`config.mk`:
```
export PLATFORM = sky130hd
export DESIGN_NAME = genesis_pad_reader
export DESIGN_NICKNAME = d
export VERILOG_FILES = /design/src/rtl/genesis_pad_reader_pkg.sv /design/src/rtl/genesis_pad_reader_debounce.sv /design/src/rtl/genesis_pad_reader.sv
export SDC_FILE = /design/constraint.sdc
export NUM_CORES = 1
export LEC_CHECK = 0
export BUFFER_PORTS_ARGS = -buffer_cell sky130_fd_sc_hd__clkbuf_2
export CORE_UTILIZATION = 23
export CTS_BUF_LIST = sky130_fd_sc_hd__clkbuf_16
export DETAILED_ROUTE_END_ITERATION = 10
export PLACE_DENSITY_LB_ADDON = 0.2
export REMOVE_ABC_BUFFERS = 1
export SLEW_MARGIN = 20
export SYNTH_ARGS = -nofsm -noshare
export SYNTH_HDL_FRONTEND = slang
export SYNTH_HIERARCHICAL = 1
export SYNTH_SLANG_ARGS = --single-unit
```
`constraint.sdc`:
```
create_clock -name clock_50 -period 2.9 [get_ports clock_50]
set_input_delay 0.435 -clock clock_50 [delete_from_list [all_inputs] [get_ports clock_50]]
set_output_delay 0.435 -clock clock_50 [all_outputs]
set_load 0.02 [all_outputs]
```
`src/rtl/genesis_pad_reader_pkg.sv`:
```
// Shared definitions for the Genesis pad reader.
// Button indices follow the bit map the world module consumes on
// control_inputs. The scan state enum covers the idle wait plus the
// eight select half-phases of one pad read.
package genesis_pad_reader_pkg;

    localparam int NUM_BTNS  = 12;

    localparam int BTN_UP    = 0;
    localparam int BTN_DOWN  = 1;
    localparam int BTN_LEFT  = 2;
    localparam int BTN_RIGHT = 3;
    localparam int BTN_A     = 4;
    localparam int BTN_B     = 5;
    localparam int BTN_C     = 6;
    localparam int BTN_X     = 7;
    localparam int BTN_Y     = 8;
    localparam int BTN_Z     = 9;
    localparam int BTN_START = 10;
    localparam int BTN_MODE  = 11;

    typedef enum logic [3:0] {
        IDLE, P1, P2, P3, P4, P5, P6, P7, P8
    } scan_state_t;

endpackage

```
`src/rtl/genesis_pad_reader_debounce.sv`:
```
// Per-bit scan debouncer with press-pulse generation.
// Ports:
//   clock_50    in   system clock
//   reset_flag  in   asynchronous, active-high reset
//   raw         in   WIDTH  raw button vector from the last scan
//   strobe      in   1      one-cycle pulse when raw is fresh
//   held        out  WIDTH  debounced level, 1 = pressed
//   press_pulse out  WIDTH  one-cycle pulse on each committed 0->1
module genesis_pad_reader_debounce
    import genesis_pad_reader_pkg::*;
#(
    parameter int WIDTH          = NUM_BTNS,
    parameter int DEBOUNCE_POLLS = 2
) (
    input  logic             clock_50,
    input  logic             reset_flag,
    input  logic [WIDTH-1:0] raw,
    input  logic             strobe,
    output logic [WIDTH-1:0] held,
    output logic [WIDTH-1:0] press_pulse
);

    localparam int CNT_W = $clog2(DEBOUNCE_POLLS + 1);
    // Counter value at which the next differing scan commits the bit.
    localparam logic [CNT_W-1:0] CNT_LAST = CNT_W'(DEBOUNCE_POLLS - 1);

    logic [CNT_W-1:0] r_cnt [WIDTH];
    logic [WIDTH-1:0] r_held;
    logic [WIDTH-1:0] r_pulse;

    always_ff @(posedge clock_50 or posedge reset_flag) begin
        if (reset_flag) begin
            for (int i = 0; i < WIDTH; i++) r_cnt[i] <= '0;
            r_held  <= '0;
            r_pulse <= '0;
        end else begin
            r_pulse <= '0;
            if (strobe) begin
                for (int i = 0; i < WIDTH; i++) begin
                    if (raw[i] != r_held[i]) begin
                        if (r_cnt[i] == CNT_LAST) begin
                            r_held[i]  <= raw[i];
                            r_pulse[i] <= raw[i];
                            r_cnt[i]   <= '0;
                        end else begin
                            r_cnt[i] <= r_cnt[i] + 1'b1;
                        end
                    end else begin
                        // Any agreeing scan restarts the run of differing scans.
                        r_cnt[i] <= '0;
                    end
                end
            end
        end
    end

    assign held        = r_held;
    assign press_pulse = r_pulse;

endmodule

```
`src/rtl/genesis_pad_reader.sv`:
```
// Sega Genesis / Mega Drive 3- or 6-button pad scanner.
// Once per poll period it walks the select line through eight half-phases,
// samples the pad pins at the end of each, assembles a 12-bit button vector
// and hands it to the debouncer, which produces held levels and press pulses.
// Ports:
//   clock_50        in   system clock
//   reset_flag      in   asynchronous, active-high reset
//   pad_data        in   6   raw pad pins, active-low
//   pad_select      out  1   pad select line
//   control_inputs  out  12  one-cycle press pulses
//   buttons_held    out  12  debounced levels, 1 = pressed
//   six_button      out  1   last scan saw a 6-button pad
//   scan_done       out  1   one-cycle pulse at the end of each scan
//
// state | meaning
// IDLE  | waiting for poll counter wrap, select high
// P1    | select low: presence check, capture A / Start
// P2    | select high: capture Up/Down/Left/Right/B/C
// P3    | select low: no capture
// P4    | select high: no capture
// P5    | select low: 6-button detect (d[3:0] all low)
// P6    | select high: capture Z/Y/X/Mode if 6-button
// P7    | select low: no capture
// P8    | select high: publish vector, pulse scan_done
module genesis_pad_reader
    import genesis_pad_reader_pkg::*;
#(
    parameter int POLL_DIV       = 833333,
    parameter int STEP_CYCLES    = 500,
    parameter int DEBOUNCE_POLLS = 2
) (
    input  logic                clock_50,
    input  logic                reset_flag,
    input  logic [5:0]          pad_data,
    output logic                pad_select,
    output logic [NUM_BTNS-1:0] control_inputs,
    output logic [NUM_BTNS-1:0] buttons_held,
    output logic                six_button,
    output logic                scan_done
);

    localparam int POLL_W = $clog2(POLL_DIV);
    localparam int STEP_W = $clog2(STEP_CYCLES);
    localparam logic [POLL_W-1:0] POLL_LAST = POLL_W'(POLL_DIV - 1);
    localparam logic [STEP_W-1:0] STEP_LAST = STEP_W'(STEP_CYCLES - 1);

    logic [5:0]          r_sync1;
    logic [5:0]          r_sync2;
    logic [POLL_W-1:0]   r_poll;
    logic [STEP_W-1:0]   r_step;
    scan_state_t         r_state;
    logic                r_select;
    logic [NUM_BTNS-1:0] r_raw;
    logic                r_present;
    logic                r_six_flag;
    logic [NUM_BTNS-1:0] r_raw_done;
    logic                r_six_button;
    logic                r_scan_done;

    logic [5:0]          w_d;
    logic                w_poll_wrap;
    logic                w_step_end;
    logic [NUM_BTNS-1:0] w_raw_final;
    logic [NUM_BTNS-1:0] w_held;
    logic [NUM_BTNS-1:0] w_press;

    // Pins idle high (released) out of reset.
    always_ff @(posedge clock_50 or posedge reset_flag) begin
        if (reset_flag) begin
            r_sync1 <= 6'h3F;
            r_sync2 <= 6'h3F;
        end else begin
            r_sync1 <= pad_data;
            r_sync2 <= r_sync1;
        end
    end

    assign w_d         = ~r_sync2;
    assign w_poll_wrap = (r_poll == POLL_LAST);
    assign w_step_end  = (r_step == '0);

    // Free-running so scan length never stretches the poll period.
    always_ff @(posedge clock_50 or posedge reset_flag) begin
        if (reset_flag)       r_poll <= '0;
        else if (w_poll_wrap) r_poll <= '0;
        else                  r_poll <= r_poll + 1'b1;
    end

    always_comb begin
        w_raw_final = r_raw;
        if (!r_six_flag) begin
            w_raw_final[BTN_X]    = 1'b0;
            w_raw_final[BTN_Y]    = 1'b0;
            w_raw_final[BTN_Z]    = 1'b0;
            w_raw_final[BTN_MODE] = 1'b0;
        end
        if (!r_present) w_raw_final = '0;
    end

    always_ff @(posedge clock_50 or posedge reset_flag) begin
        if (reset_flag) begin
            r_state      <= IDLE;
            r_step       <= '0;
            r_select     <= 1'b1;
            r_raw        <= '0;
            r_present    <= 1'b0;
            r_six_flag   <= 1'b0;
            r_raw_done   <= '0;
            r_six_button <= 1'b0;
            r_scan_done  <= 1'b0;
        end else begin
            r_scan_done <= 1'b0;
            if (r_state == IDLE) begin
                if (w_poll_wrap) begin
                    r_state    <= P1;
                    r_step     <= STEP_LAST;
                    r_select   <= 1'b0;
                    r_raw      <= '0;
                    r_present  <= 1'b0;
                    r_six_flag <= 1'b0;
                end
            end else if (!w_step_end) begin
                r_step <= r_step - 1'b1;
            end else begin
                // Last clock of the phase: sample before select moves.
                case (r_state)
                    P1: begin
                        r_present        <= w_d[2] & w_d[3];
                        r_raw[BTN_A]     <= w_d[4];
                        r_raw[BTN_START] <= w_d[5];
                    end
                    P2: begin
                        r_raw[BTN_UP]    <= w_d[0];
                        r_raw[BTN_DOWN]  <= w_d[1];
                        r_raw[BTN_LEFT]  <= w_d[2];
                        r_raw[BTN_RIGHT] <= w_d[3];
                        r_raw[BTN_B]     <= w_d[4];
                        r_raw[BTN_C]     <= w_d[5];
                    end
                    P5: r_six_flag <= &w_d[3:0];
                    P6: begin
                        if (r_six_flag) begin
                            r_raw[BTN_Z]    <= w_d[0];
                            r_raw[BTN_Y]    <= w_d[1];
                            r_raw[BTN_X]    <= w_d[2];
                            r_raw[BTN_MODE] <= w_d[3];
                        end
                    end
                    default: ;
                endcase
                if (r_state == P8) begin
                    r_state      <= IDLE;
                    r_select     <= 1'b1;
                    r_raw_done   <= w_raw_final;
                    r_six_button <= r_six_flag & r_present;
                    r_scan_done  <= 1'b1;
                end else begin
                    r_state  <= scan_state_t'(r_state + 4'd1);
                    r_select <= ~r_select;
                    r_step   <= STEP_LAST;
                end
            end
        end
    end

    genesis_pad_reader_debounce #(
        .WIDTH          (NUM_BTNS),
        .DEBOUNCE_POLLS (DEBOUNCE_POLLS)
    ) u_debounce (
        .clock_50    (clock_50),
        .reset_flag  (reset_flag),
        .raw         (r_raw_done),
        .strobe      (r_scan_done),
        .held        (w_held),
        .press_pulse (w_press)
    );

    assign pad_select     = r_select;
    assign control_inputs = w_press;
    assign buttons_held   = w_held;
    assign six_button     = r_six_button;
    assign scan_done      = r_scan_done;

endmodule

```
; Word-level counts from Yosys, hierarchy flattened
; Index checks and enable logic that the tools add are counted.
[totals]
reg_bits = 122
latch_bits = 0
ram_bits = 0
rom_bits = 0
inputBits = 8
output_inout_bits = 27
wordCells = 204
memories = 0
[classes]
add_sub_neg = 15
multipliers = 0
div_mod_pow = 0
magnitude_cmp = 0
eq_ne = 32
shift = 0
n_mux = 85
bitwise = 5
reduce_logical = 28
[ops]
columns = operator, n
row1 = 12-bit two-way mux, 5
row2 = 2-bit two-way mux, 25
row3 = 3-bit AND reduction, 16
row4 = 1-bit two-way mux, 42
row5 = 9-bit two-way mux, 4
row6 = 2-bit by 1-bit adder with 2-bit output (second input constant), 12
row7 = 2-bit by 1-bit == test with 1-bit output (second input constant), 12
row8 = 20-bit by 1-bit adder with 20-bit output (second input constant), 1
row9 = 20-bit == test (second input constant), 1
row10 = 20-bit two-way mux, 1
row11 = 4-bit two-way mux, 5
row12 = 1-bit inequality test, 12
row13 = 2-bit nonzero test, 6
row14 = 9-bit logical NOT, 1
row15 = 3-bit two-way mux, 3
row16 = 9-bit by 1-bit subtractor with 9-bit output (second input constant), 1
row17 = 4-bit by 3-bit == test with 1-bit output (second input constant), 2
row18 = 4-bit AND reduction, 2
row19 = 6-bit inverter, 1
row20 = 4-bit by 1-bit adder with 4-bit output (second input constant), 1
row21 = 4-bit by 1-bit == test with 1-bit output (second input constant), 1
row22 = 4-bit by 2-bit == test with 1-bit output (second input constant), 1
row23 = 4-bit == test (second input constant), 1
row24 = 4-bit logical NOT, 1
row25 = other kinds (5), 8

; Depth between registers and ports, before layout
[logic_depth]
word_depth = 5
ltp_mapped = 9
depth_no_buf = 7

; Cells and area by module
; Netlist, hierarchy kept.
[by_module_without_submodules]
columns = mod, n_inst, cells_each, area_each_um2, seq_area_each_um2
row1 = genesis_pad_reader, 1, 301, 3240.6, 1868.0
row2 = genesis_pad_reader_debounce, 1, 174, 2124.5, 1201.2

; Worst setup path after synthesis
; OpenSTA, ideal clock, no wires.
[synth_path]
path_type = register to register
startpoint = reg r_state[0]
endpoint = reg r_state[1]
t_arrival_ns = 1.884
setup_slack_ns = 0.889
stages_incl_launch_ff = 8
synth_period_minus_slack_ns = 2.011
path_cell_list = dfrtp_1 -> inv_1 -> ha_1 -> or3b_2 -> clkbuf_1 -> nand2b_1 -> and2_1 -> mux2_1
[synth_via]
elab_chain_len = 4
elab_cells_between_ends = 9
classes_between = 1 x add/sub / 2 x eq/ne / 3 x mux / 3 x reduce/logical
[synth_rtl]
columns = element, line
row1 = "start, declared", genesis_pad_reader.sv:51  ; scan_state_t r_state;
row2 = "start signal, assigned", genesis_pad_reader.sv:158  ; r_state <= scan_state_t'(r_state + 4'd1);
row3 = 4-bit by 1-bit adder with 4-bit output or 4-bit == test (tied branches), "genesis_pad_reader.sv:158, genesis_pad_reader.sv:151"
row4 = 4-bit two-way mux, genesis_pad_reader.sv:151  ; if (r_state == P8) begin
row5 = 4-bit two-way mux, genesis_pad_reader.sv:122  ; end else if (!w_step_end) begin
row6 = 4-bit two-way mux, genesis_pad_reader.sv:113  ; if (r_state == IDLE) begin
; Parallel ways exist; a longest one is shown, timed or not. The select of a mux whose other input is x is not followed.
; A chain may end at the register's enable or synchronous reset.

; Final worst setup path
[layout_path]
startpoint = reg r_state[0]
endpoint = reg r_raw[9]
[layout_via]
elab_chain_len = 3
elab_cells_between_ends = 8
classes_between = 2 x eq/ne / 1 x mux / 5 x reduce/logical
[layout_rtl]
columns = element, line
row1 = 4-bit by 3-bit == test with 1-bit output or 4-bit logical NOT (tied branches), "genesis_pad_reader.sv:126, genesis_pad_reader.sv:113"
row2 = 2-bit nonzero test (no line) or 2-bit inequality test (tied branches), n/a
row3 = 4-bit AND reduction (no line), n/a
row4 = "end signal, assigned by index", genesis_pad_reader.sv:129  ; r_raw[BTN_A] <= w_d[4];
row5 = "end signal, assigned by index", genesis_pad_reader.sv:130  ; r_raw[BTN_START] <= w_d[5];
row6 = "end signal, assigned by index", genesis_pad_reader.sv:133  ; r_raw[BTN_UP] <= w_d[0];
row7 = "end, declared", genesis_pad_reader.sv:53  ; logic [NUM_BTNS-1:0] r_raw;
; Parallel ways exist; a longest one is shown, timed or not.

==> flow_summary_export.csv <==
group,metric,value,unit
yosys,yosysTopAreaCell,"dfrtp_1",
detailed_routing,wl_met2,5180,um
global_route,antenna_found_initial,0,
clocking,cts_max_level,4,
final_layout,fin_nets,533,
placement,port-buffer-count,34,
yosys,synth_edf_count,0,
final_layout,n_antenna_cell,0,
yosys,synth.yosys.seq_area_share,57.2,%
detailed_routing,top_layer_used,"met4",
clocking,numCtsBuffers,17,
worst_setup_path,cp.arrival,2.60,ns
final_layout,fillers,2382,
detailed_routing,first_iter_violations,168,
final_layout,drive_above_1_share,20.3,%
timing,fin_setup_tns,0,ns
floorplanning,fp.dieW,155,um
pwr,leakagePower,2.89,nW
worst_setup_path,required,3.17,ns
yosys,synthXorXnorAreaFrac,4.90,%
yosys,synthSimpleGateAreaFrac,19.9,%
worst_setup_path,worst_setup_path_end_kind,"flop",
clocking,hold_buffers,0,
detailed_routing,wirelength,10700,um
clocking,cts_sinks,122,
pwr,total_power,3.75,mW
global_route,overflow,0,
detailed_routing,dr.pass1.iters,4,
placement,gp_congestion,0.762,
clocking,cts_tree,"built",
yosys,synth-seq-cells,122,
yosys,syn_area_per_cell,11.3,sq um
global_route,grt_pass1_vias,3725,
placement,placed_cells,812,
detailed_routing,m1WireLength,5020,um
detailed_routing,antenna_left,0,
yosys,synth-adder-area-share,1.63,%
floorplanning,dieArea,0.0239,sq mm
placement,place_area,0.00587,sq mm
floorplanning,start_util,23.6,%
min_path,hp-class,"in2reg",
yosys,syn_inst,475,
yosys,synth_top_flop_cell,"dfrtp_1",
floorplanning,num_rows,55,
timing,timing.final.max_slew_violations,0,
timing,timing.hold.ws,0.107,ns
timing,timing.final.crit_share,80.3,%
final_layout,finalNonFillerCells,844,
yosys,ys_top_cells_by_area,"dfrtp_1 51%, dfstp_2 6.4%, nand2b_1 4.8%, xnor2_1 3.4%, nand2_1 2.6%",
clocking,cts-resized-gates,0,
clocking,cts.clk_slew.worst_paths,0.06,ns
global_route,grt_start_max_net_pins,75,
timing,rsz0062_at_grt,"no",
detailed_routing,drc,0,
timing,fmax,430,MHz
timing,worst_pin_slew,0.864,ns
timing,period_needed,2.33,ns
pwr,ir_drop,0.291,mV
yosys,syn_area,0.00537,sq mm
clocking,postCtsSetupRepairBufs,0,
clocking,cts_root_buf,"clkbuf_16",
placement,pre_cts_slack,0.593,ns
timing,setup_violations,0,
yosys,yosysWarnings,6,
timing,relSlewSlack,42.4,%
worst_setup_path,cp_max_fo,9,
final_layout,multiInputGateArea,0.00208,sq mm
floorplanning,coreArea,0.0228,sq mm
yosys,synth_top_cell_area_share,50.8,%
placement,hpwl,7050,um
yosys,synthArstFlopShare,100,%
global_route,track_usage,9.73,%
yosys,yosysUniqueCellTypes,51,
flow_run,drv_cap,0,
timing,fin_worst_skew,0.0120,ns
worst_setup_path,crit_type,"reg2reg",
timing,hold_viol,0,
clocking,insertion_delay,0.42,ns
pwr,power.density,584,mW/mm^2
yosys,synthMuxAreaShare,3.73,%
final_layout,area_growth,19.8,%
detailed_routing,wl_per_cell,12.7,um
floorplanning,io-pin-count,35,
worst_setup_path,cp-start-kind,"flop",
outcome,outcome,"finished clean",
final_layout,seq_area,0.00307,sq mm
timing,setup_slack,0.572,ns
detailed_routing,wl_met3,337,um
detailed_routing,via_per_inst,4.23,
final_layout,fin_util,28.2,%
global_route,grt_pass1_wl,18300,um
clocking,cts_max_path_buffers,2,
floorplanning,fp.dieH,155,um
detailed_routing,num_vias,3566,
final_layout,fin_area,0.00643,sq mm
yosys,synth-compound-area-share,8.63,%
yosys,synth_top_family_by_area,"simple AND/OR/NAND/NOR gates",
## worst max-delay path: stages, from the launching register on
cell and delay, ns:
dfrtp_1 0.43, inv_1 0.10, ha_1 0.22, nand2b_1 0.17, nor2_2 0.35, nand3_1 0.32, a221oi_2 0.45, o22ai_1 0.14
## per-layer routing
layer / vias to the layer above / GRT usage [%]
met5: - / 0
li1: 1733 / -
met1: 1771 / 11.6
met3: 16 / 3.11
met4: 0 / 4.20
met2: 46 / 16.1
## final cells by class
cell class | instances | share of cell area [%]
Sequential cell | 122 | 47.7
Multi-Input combinational cell | 308 | 32.3
Clock buffer | 17 | 6.62
Tap cell | 313 | 6.09
Timing Repair Buffer | 39 | 3.43
Clock inverter | 15 | 2.00
Inverter | 30 | 1.77
## worst paths after layout
check | from | end | slack, ns | cells past startpoint
worst max-delay path | r_state[0] | r_raw[9] | 0.57 | 7
worst max register to register | r_state[0] | r_raw[9] | 0.57 | 7
worst min register to register | r_sync1[0] | r_sync2[0] | 0.35 | 0
worst min-delay path | pad_data[4] | r_sync1[4] | 0.11 | 1
max in group asynchronous | reset_flag | u_debounce/held[4] | 2.20 | 2
min in group asynchronous | reset_flag | r_raw_done[8] | 0.12 | 3
## sequential cells by signal, indices dropped and copies added (netlist names)
| name | cells |
|---|---|
| r_raw_done | 12 |
| u_debounce/press_pulse | 12 |
| r_six_flag | 1 |
| pad_select | 1 |
| scan_done | 1 |
| r_raw | 12 |
| r_poll | 20 |
| six_button | 1 |
| u_debounce/held | 12 |
| u_debounce/r_cnt | 24 |
| r_state | 4 |
| r_sync1 | 6 |
| r_sync2 | 6 |
| r_present | 1 |
| r_step | 9 |
## cells in the mapped netlist, types with 3 or more instances
| library cell | number |
|---|---|
| nand2_1 | 37 |
| clkbuf_1 | 6 |
| nand2b_1 | 41 |
| buf_2 | 3 |
| dfrtp_1 | 109 |
| xnor2_1 | 21 |
| ha_1 | 7 |
| nor2_1 | 22 |
| mux2_4 | 3 |
| o22ai_1 | 17 |
| mux2_2 | 11 |
| nand3b_1 | 10 |
| o2bb2ai_1 | 10 |
| nor4_1 | 4 |
| nor3_1 | 6 |
| nand4bb_1 | 3 |
| and3_1 | 3 |
| and2_1 | 4 |
| nand3b_4 | 3 |
| o31ai_1 | 5 |
| dfstp_2 | 13 |
| xor2_1 | 9 |
| nor3b_1 | 12 |
| buf_6 | 3 |
| o21ai_0 | 16 |
| nand3_1 | 26 |
| a21oi_1 | 9 |
| o21ai_1 | 4 |
| inv_1 | 29 |
## kinds of logic after synthesis
| family | after synthesis |
|---|---|
| mux | 17 |
| buf+inv | 45 |
| fa+ha+maj | 7 |
| simple gates | 183 |
| xor+xnor | 30 |
| compound gates | 71 |
| flops | 122 |
## power by group
group / switching (mW) / internal (mW) / total (mW)
clock network: 0.806 / 1.18 / 1.98
logic: 0.0363 / 0.00814 / 0.0445
registers: 0.00577 / 1.72 / 1.72
total: 0.848 / 2.90 / 3.75
## placed cells by master (no fill, tap or decap), types with 3 or more instances in the layout
cell type   synthesis  layout
clkinvlp_4          0       5
mux2_4              3       3
nor3b_1            12      12
dfrtp_1           109     109
o21ai_0            16      16
nand3b_1           10      10
nand3_1            26      26
clkbuf_2            1      34
xnor2_1            21      21
ha_1                7       7
o22ai_1            17      17
and2_1              4       4
nand2b_1           41      41
nor3_1              6       6
nand3b_4            3       3
o2bb2ai_1          10      10
clkinv_2            0       3
dfstp_2            13      13
buf_4               1       4
nand2_1            37      37
nand4bb_1           3       3
and3_1              3       3
mux2_2             11      11
inv_1              29      28
o31ai_1             5       5
clkbuf_16           0      17
nor4_1              4       4
inv_6               0       3
xor2_1              9       9
nor2_1             22      22
o21ai_1             4       4
a21oi_1             9       9
Note: power is estimated with default switching activity, not from simulation.
